`src/rtl/jtframe_ps2_tx.sv`:
```
// Host-to-device PS/2 byte transmitter driving open-drain PS2_CLK/PS2_DATA through output enables.
// Optional input glitch filter enabled by defining JTFRAME_PS2_TX_FILTER_EN.
module jtframe_ps2_tx #(
  parameter int INHIBIT_CYCLES = 4800,
  parameter int TIMEOUT_CYCLES = 960000,
  parameter int FILTER         = 8
) (
  input  logic       clk,
  input  logic       rst,
  input  logic [7:0] tx_data,
  input  logic       tx_start,
  output logic       tx_busy,
  output logic       tx_done,
  output logic       tx_err,
  input  logic       ps2_clk_in,
  input  logic       ps2_data_in,
  output logic       ps2_clk_oe,
  output logic       ps2_data_oe
);
  localparam int IW = $clog2(INHIBIT_CYCLES);
  localparam int TW = $clog2(TIMEOUT_CYCLES);

  localparam logic [2:0] S_IDLE    = 3'd0;
  localparam logic [2:0] S_INHIBIT = 3'd1;
  localparam logic [2:0] S_REQ     = 3'd2;
  localparam logic [2:0] S_SHIFT   = 3'd3;
  localparam logic [2:0] S_ACK     = 3'd4;
  localparam logic [2:0] S_WAIT    = 3'd5;
  localparam logic [2:0] S_ERR     = 3'd6;

  logic [1:0]    r_clk_sync, r_dat_sync;
  logic          w_kclk, w_kdat, w_fall, w_timeout;
  logic          r_kclk_d;
  logic [2:0]    r_state;
  logic [8:0]    r_shift;
  logic [3:0]    r_bit_cnt;
  logic [IW-1:0] r_inh_cnt;
  logic [TW-1:0] r_to_cnt;

  // Idle bus level is high, so synchronizers reset to 1 to avoid a false edge.
  always_ff @(posedge clk) begin
    if (rst) begin
      r_clk_sync <= 2'b11;
      r_dat_sync <= 2'b11;
    end else begin
      r_clk_sync <= {r_clk_sync[0], ps2_clk_in};
      r_dat_sync <= {r_dat_sync[0], ps2_data_in};
    end
  end

`ifdef JTFRAME_PS2_TX_FILTER_EN
  localparam int FW = $clog2(FILTER + 1);
  logic [1:0]          w_sync;
  logic [1:0]          r_filt;
  logic [1:0][FW-1:0]  r_fcnt;

  assign w_sync = {r_dat_sync[1], r_clk_sync[1]};

  // A line only follows the synchronizer after FILTER consecutive differing samples.
  always_ff @(posedge clk) begin
    if (rst) begin
      r_filt <= 2'b11;
      r_fcnt <= '0;
    end else begin
      for (int i = 0; i < 2; i++) begin
        if (w_sync[i] == r_filt[i]) begin
          r_fcnt[i] <= '0;
        end else if (r_fcnt[i] == FW'(FILTER - 1)) begin
          r_filt[i] <= w_sync[i];
          r_fcnt[i] <= '0;
        end else begin
          r_fcnt[i] <= r_fcnt[i] + 1'b1;
        end
      end
    end
  end

  assign w_kclk = r_filt[0];
  assign w_kdat = r_filt[1];
`else
  logic w_unused_filter;
  assign w_unused_filter = (FILTER > 0);
  assign w_kclk = r_clk_sync[1];
  assign w_kdat = r_dat_sync[1];
`endif

  always_ff @(posedge clk) begin
    if (rst) r_kclk_d <= 1'b1;
    else     r_kclk_d <= w_kclk;
  end

  assign w_fall = r_kclk_d & ~w_kclk;

  // Timer starts at 1 in REQ so the error pulse (one cycle after entering ERR)
  // lands exactly TIMEOUT_CYCLES after the clock line is released.
  assign w_timeout = (r_state == S_SHIFT || r_state == S_ACK || r_state == S_WAIT) &&
                     (r_to_cnt == TW'(TIMEOUT_CYCLES - 1));

  always_ff @(posedge clk) begin
    if (rst) begin
      r_state     <= S_IDLE;
      r_shift     <= '0;
      r_bit_cnt   <= '0;
      r_inh_cnt   <= '0;
      r_to_cnt    <= '0;
      tx_busy     <= 1'b0;
      tx_done     <= 1'b0;
      tx_err      <= 1'b0;
      ps2_clk_oe  <= 1'b0;
      ps2_data_oe <= 1'b0;
    end else begin
      tx_done <= 1'b0;
      tx_err  <= 1'b0;
      if (r_state == S_SHIFT || r_state == S_ACK || r_state == S_WAIT)
        r_to_cnt <= r_to_cnt + 1'b1;
      if (w_timeout) begin
        r_state <= S_ERR;
      end else begin
        case (r_state)
          S_IDLE: if (tx_start) begin
            r_shift    <= {~^tx_data, tx_data};
            r_inh_cnt  <= '0;
            ps2_clk_oe <= 1'b1;
            tx_busy    <= 1'b1;
            r_state    <= S_INHIBIT;
          end
          S_INHIBIT: begin
            if (r_inh_cnt == IW'(INHIBIT_CYCLES - 2)) begin
              ps2_data_oe <= 1'b1;
              r_state     <= S_REQ;
            end else begin
              r_inh_cnt <= r_inh_cnt + 1'b1;
            end
          end
          S_REQ: begin
            ps2_clk_oe <= 1'b0;
            r_bit_cnt  <= '0;
            r_to_cnt   <= TW'(1);
            r_state    <= S_SHIFT;
          end
          S_SHIFT: if (w_fall) begin
            if (r_bit_cnt == 4'd9) begin
              ps2_data_oe <= 1'b0;
              r_state     <= S_ACK;
            end else begin
              ps2_data_oe <= ~r_shift[r_bit_cnt];
            end
            r_bit_cnt <= r_bit_cnt + 1'b1;
          end
          S_ACK: if (w_fall) begin
            r_state <= w_kdat ? S_ERR : S_WAIT;
          end
          S_WAIT: if (w_kclk && w_kdat) begin
            tx_done <= 1'b1;
            tx_busy <= 1'b0;
            r_state <= S_IDLE;
          end
          S_ERR: begin
            ps2_clk_oe  <= 1'b0;
            ps2_data_oe <= 1'b0;
            tx_err      <= 1'b1;
            tx_busy     <= 1'b0;
            r_state     <= S_IDLE;
          end
          default: r_state <= S_IDLE;
        endcase
      end
    end
  end
endmodule

```
`config.mk`:
```
export PLATFORM = sky130hd
export DESIGN_NAME = jtframe_ps2_tx
export DESIGN_NICKNAME = d
export VERILOG_FILES = /design/src/rtl/jtframe_ps2_tx.sv
export SDC_FILE = /design/constraint.sdc
export NUM_CORES = 1
export LEC_CHECK = 0
export CAP_MARGIN = 20
export CORE_MARGIN = 8
export CORE_UTILIZATION = 59
export DETAILED_ROUTE_END_ITERATION = 6
export PLACE_DENSITY = 0.79
export SLEW_MARGIN = 20
export SYNTH_ARGS = -nofsm -noshare
export SYNTH_HDL_FRONTEND = slang
export SYNTH_SLANG_ARGS = --single-unit
```
`constraint.sdc`:
```
create_clock -name clk -period 2.1 [get_ports clk]
set_clock_uncertainty 0.1 [all_clocks]
set_input_delay 0.42 -clock clk [delete_from_list [all_inputs] [get_ports clk]]
set_output_delay 0.42 -clock clk [all_outputs]
set_load 0.05 [all_outputs]
```
# After elaboration in Yosys (flattened, before gate mapping)

Index checks and enable logic that the tools add are counted.

Add/sub/neg operators: 3
Order comparisons: 1
Eq/ne operators: 22
Mux-type cells: 29
Bitwise gates (word level): 5
Reductions and logical operators: 22

Operators by type and width:

| kind                    | number |
|---|---|
| $mux W20                | 3 |
| $mux W13                | 2 |
| $pmux W13 S2            | 1 |
| $mux W3                 | 7 |
| $add A20 B1 Y20 const B | 1 |
| $eq A20 B20 Y1 const B  | 1 |
| $pmux W3 S6             | 1 |
| $add A13 B1 Y13 const B | 1 |
| $eq A13 B13 Y1 const B  | 1 |
| $ne A3 B3 Y1 const B    | 4 |
| $reduce_and A4 Y1       | 3 |
| $reduce_and A6 Y1       | 2 |
| $ne A2 B2 Y1 const B    | 5 |
| $eq A3 B3 Y1 const B    | 3 |
| $reduce_and A3 Y1       | 3 |
| $mux W1                 | 8 |
| $pmux W4 S2             | 1 |
| $reduce_xnor A8 Y1      | 1 |
| $eq A3 B2 Y1 const B    | 2 |
| $ne A3 B2 Y1 const B    | 2 |
| $pmux W1 S3             | 2 |
| $reduce_bool A2 Y1      | 3 |
| $reduce_bool A3 Y1      | 2 |
| $lt A4 B5 Y1 const B    | 1 |
| 15 further kinds        | 22 |

Register bits: 59
Bits of input ports: 13
Output and inout bits: 5
Logic and storage cells: 96

# Longest topological paths before layout

Depth after elaboration: 6
Gate-level depth with buffers: 7
Depth with buffers taken out: 7

# Worst setup path before layout

No wires, ideal clock.

Kind: flip-flop to flip-flop
Start point: register r_bit_cnt[0]
End point: register ps2_data_oe
Setup time: 0.092 ns
Arrival: 1.609 ns
Data required time: 1.908 ns
Setup slack: 0.299 ns
Stages on the path, launching flop included: 6
Buffers on the path: 0
Period minus slack after synthesis: 1.801 ns
Cells stage by stage: dfxtp_1 > mux4_2 > mux2i_1 > o221ai_1 > and4b_1 > nor4_1

Word-level cells in the longest chain between the ends: 6
Elaborated cells on any way between the ends: 7
Those cells by class: eq/ne (1); mux (5); bitwise (1)

Ends and longest elaborated chain:

| what                          | RTL line | text |
|---|---|---|
| start: declaration            | 36       | `logic [3:0] r_bit_cnt;` |
| start signal: assignment      | 148      | `r_bit_cnt <= r_bit_cnt + 1'b1;` |
| $bmux W1 S4                   | 146      | `ps2_data_oe <= ~r_shift[r_bit_cnt];` |
| $mux W1 (not written as such) | 146      |  |
| $not A1 Y1                    | 146      |  |
| $mux W1 *                     | 142      | `if (r_bit_cnt == 4'd9) begin` |
| $mux W1 *                     | 141      | `S_SHIFT: if (w_fall) begin` |
| $pmux W1 S3 *                 | 119      | `case (r_state)` |
| end signal: assignment        | 146      |  |
| end: declaration              | 18       | `output logic ps2_data_oe` |

Mark *: on every way between the ends. The rest lies on a longest branch, timed or not. The select of a mux whose other input is x is not followed.
A chain may end at the register's enable or synchronous reset.

# Worst setup path after layout

Start point: register ps2_data_oe
End point: output ps2_data_oe

No word-level cell between the ends.

==> impl_metrics.env <==
export IMPL_ys_dominant_reg_cell="dfxtp_1"
export IMPL_dieArea_um2=7810
export IMPL_p_switching_mw=1.09
export IMPL_cts_root_buf="clkbuf_8"
export IMPL_drcViolationCount=0
export IMPL_yosysSeqAreaShare=0.382
export IMPL_p_clk_frac=0.282
export IMPL_switching_share=0.341
export IMPL_vias=2623
export IMPL_via_per_inst=5.73
export IMPL_synthArstFlopShare=0
export IMPL_layout_common_cells="dfxtp_1 (58), nor2_1 (44), nand2_1 (33)"
export IMPL_relSlewSlack=0.667
export IMPL_multi_input_comb_area_um2=1830
export IMPL_synth_edf_count=0
export IMPL_yosys_warnings=0
export IMPL_dpl_hpwl_um=4850
export IMPL_total_power_mw=3.20
export IMPL_syn_inst=347
export IMPL_h_tree_depth=3
export IMPL_finalNetCount=401
export IMPL_power_density_nw_per_um2=881
export IMPL_cts_resized=0
export IMPL_hold_violations=0
export IMPL_hp_start="r_dat_sync[0]$_SDFF_PP1_"
export IMPL_wl_per_cell_um=14.6
export IMPL_wl_um=6670
export IMPL_rows=26
export IMPL_worst_setup_path_start_kind="register"
export IMPL_drive_gt1_frac=0.168
export IMPL_grt_antenna_before_repair=0
export IMPL_finalCritPeriodShare=0.976
export IMPL_slew_violations=0
export IMPL_endpoint_kind="output pin"
export IMPL_antennaDiodeCount=0
export IMPL_cts_buffers=9
export IMPL_worst_setup_path_type="register to output pin"
export IMPL_drv_cap=0
export IMPL_max_freq_ghz=0.488
export IMPL_tritoncts="built"
export IMPL_clk_pin_slew_ns=0.06
export IMPL_cp_slowest_cell="clkdlybuf4s50_1"
export IMPL_synthesis_nets=365
export IMPL_place_inst=442
export IMPL_grt_start_max_net_pins=20
export IMPL_worst_pin_slew_ns=0.497
export IMPL_fin_tns_setup_ns=0
export IMPL_initialDrtViolationCount=146
export IMPL_drtPass1Iterations=4
export IMPL_status="complete, no violations"
export IMPL_ir_drop_mv=0.574
export IMPL_rsz0062_at_grt="no"
export IMPL_fill_cells=418
export IMPL_final_common_cell="dfxtp_1"
export IMPL_power_leakage_nw=1.28
export IMPL_first_global_vias=2577
export IMPL_syn2layout_area_growth_pct=17.4
export IMPL_whs_ns=0.322
export IMPL_track_usage=0.188
export IMPL_synth_cell_area_um2=3090
export IMPL_cts_buffer_depth=2
export IMPL_hold_end="r_dat_sync[1]$_SDFF_PP1_"
export IMPL_place_congestion=0.936
export IMPL_coreArea_um2=5070
export IMPL_die_y_um=88.4
export IMPL_worst_slack_ns=0.0510
export IMPL_cp_cell_sequence="clkdlybuf4s50_1"
export IMPL_syn_avg_cell_area_um2=8.91
export IMPL_io_buffers=17
export IMPL_die_x_um=88.4
export IMPL_intPower_mw=2.11
export IMPL_instances_no_fill=458
export IMPL_clock_latency_ns=0.34
export IMPL_start_util=0.609
export IMPL_cpLargestDelayFamily="buffers and inverters"
export IMPL_r2r_setup_slack_ns=0.16
export IMPL_whs_path_depth=1
export IMPL_dpl_worst_slack_ns=0.0101
export IMPL_synth_ff_latch_count=59
export IMPL_worst_ep_arrival_time_ns=1.53
export IMPL_holdCritPathClass="register to register"
export IMPL_postRouteAntennaNets=0
export IMPL_cts_sinks=59
export IMPL_grt_pass1_wl_um=11400
export IMPL_crit_buf_inv=1
export IMPL_synth_distinct_cells=63
export IMPL_final_setup_viol_count=0
export IMPL_io_pins=18
export IMPL_cts_hold_buf=0
export IMPL_cts_setup_buffers=0
export IMPL_period_needed_ns=2.05
export IMPL_cpPeakStageDelay_ns=0.82
export IMPL_crit_fanout=3
export IMPL_worstPathRequired_ns=1.58
export IMPL_combPwrFrac=0.303
export IMPL_r2r_cells=5
export IMPL_r2r_start="r_state[2]$_SDFFE_PP0P_"
export IMPL_r2r_end="r_bit_cnt[3]$_SDFFE_PP0P_"
export IMPL_p_seq_frac=0.415
export IMPL_register_area_um2=1180
export IMPL_cp_depth=1
export IMPL_grt_overflow=0
[synthesized netlist by cell type, types with 2 or more instances]
master / number / area (um2)
nor2_1: 44 / 165
o21ai_0: 8 / 40.0
a21oi_1: 20 / 100
dfxtp_1: 59 / 1180
clkbuf_1: 7 / 26.3
and3_1: 4 / 25.0
nand3_1: 13 / 65.1
or3_1: 3 / 18.8
nor4bb_1: 3 / 30.0
buf_2: 2 / 10.0
and4_4: 2 / 22.5
nand4_1: 12 / 75.1
nor3_1: 8 / 40.0
and4b_1: 2 / 20.0
a31o_2: 2 / 17.5
nand4bb_1: 2 / 22.5
or2_2: 7 / 43.8
nor3b_1: 2 / 15.0
mux4_2: 2 / 45.0
a2111oi_4: 2 / 55.1
nor2b_1: 2 / 12.5
ha_1: 5 / 62.6
xor2_1: 18 / 158
a21o_1: 2 / 15.0
inv_1: 6 / 22.5
buf_4: 3 / 22.5
nand3b_1: 3 / 22.5
xnor2_1: 18 / 158
a221oi_1: 3 / 26.3
mux2i_1: 5 / 50.1
and4_1: 2 / 17.5
nand2_1: 33 / 124
and2_1: 4 / 25.0
nand2b_1: 4 / 25.0
o211ai_1: 2 / 15.0
a211oi_1: 5 / 37.5
o31ai_1: 2 / 15.0
[worst max-delay path by stage]
| stage | slack [ns] | start | end |
|---|---|---|---|
| floorplan | 0.30 | r_bit_cnt[0]$_SDFFE_PP0P_ | ps2_data_oe$_SDFFE_PP0P_ |
| global placement | 0.06 | tx_start | r_inh_cnt[10]$_SDFFE_PP0P_ |
| detailed placement | 0.01 | tx_start | r_inh_cnt[10]$_SDFFE_PP0P_ |
| CTS | 0.04 | ps2_data_oe$_SDFFE_PP0P_ | ps2_data_oe |
| global route | 0.02 | ps2_data_oe$_SDFFE_PP0P_ | ps2_data_oe |
| finish | 0.05 | ps2_data_oe$_SDFFE_PP0P_ | ps2_data_oe |
[through the flow]
stage	cell area [um2]	utilization
after CTS	3620	0.714
final	3630	0.715
after floorplan	3090	-
after global routing	3630	0.715
after global placement	3450	0.680
after detailed placement	3450	0.680
[per-layer routing]
| metal | vias to the layer above | share of wire | GRT usage |
|---|---|---|---|
| met4 | 0 | 0.025 | 0.112 |
| met5 | - | 0 | 0 |
| met1 | 1236 | 0.45 | 0.219 |
| met2 | 55 | 0.50 | 0.316 |
| li1 | 1317 | - | - |
| met3 | 15 | 0.032 | 0.0316 |
[sequential cells by signal (all words and copies together) (netlist names)]
| name | cells |
|---|---|
| r_dat_sync | 2 |
| tx_err | 1 |
| r_shift | 9 |
| r_state | 3 |
| tx_busy | 1 |
| r_kclk_d | 1 |
| r_to_cnt | 20 |
| ps2_data_oe | 1 |
| r_clk_sync | 2 |
| r_inh_cnt | 13 |
| r_bit_cnt | 4 |
| tx_done | 1 |
| ps2_clk_oe | 1 |
[layout make-up]
| class | instances | area share |
|---|---|---|
| Inverter | 6 | 0.00620 |
| Multi-Input combinational cell | 270 | 0.505 |
| Tap cell | 70 | 0.0241 |
| Sequential cell | 59 | 0.326 |
| Clock buffer | 12 | 0.0400 |
| Timing Repair Buffer | 37 | 0.0917 |
| Clock inverter | 4 | 0.00724 |
[cell families (layout without fill, tap and decap cells)]
kind of cell | Yosys count | after routing | share of synthesized area
simple gates | 165 | 165 | 0.302
mux | 7 | 7 | 0.0308
compound gates | 57 | 57 | 0.137
buf+inv | 18 | 59 | 0.0263
flops | 59 | 59 | 0.382
fa+ha+maj | 5 | 5 | 0.0202
xor+xnor | 36 | 36 | 0.102
[power groups by stage]
stage	Clock (mW)	Combinational [mW]	Sequential (mW)
3_3_place_gp	0	0.930	1.35
3_5_place_dp	0	0.950	1.35
6_report	0.903	0.968	1.33
2_1_floorplan	0	0.679	1.35
5_1_grt	0.963	1.07	1.35
4_1_cts	0.918	0.963	1.32
Note: power is estimated with default switching activity, not from simulation.
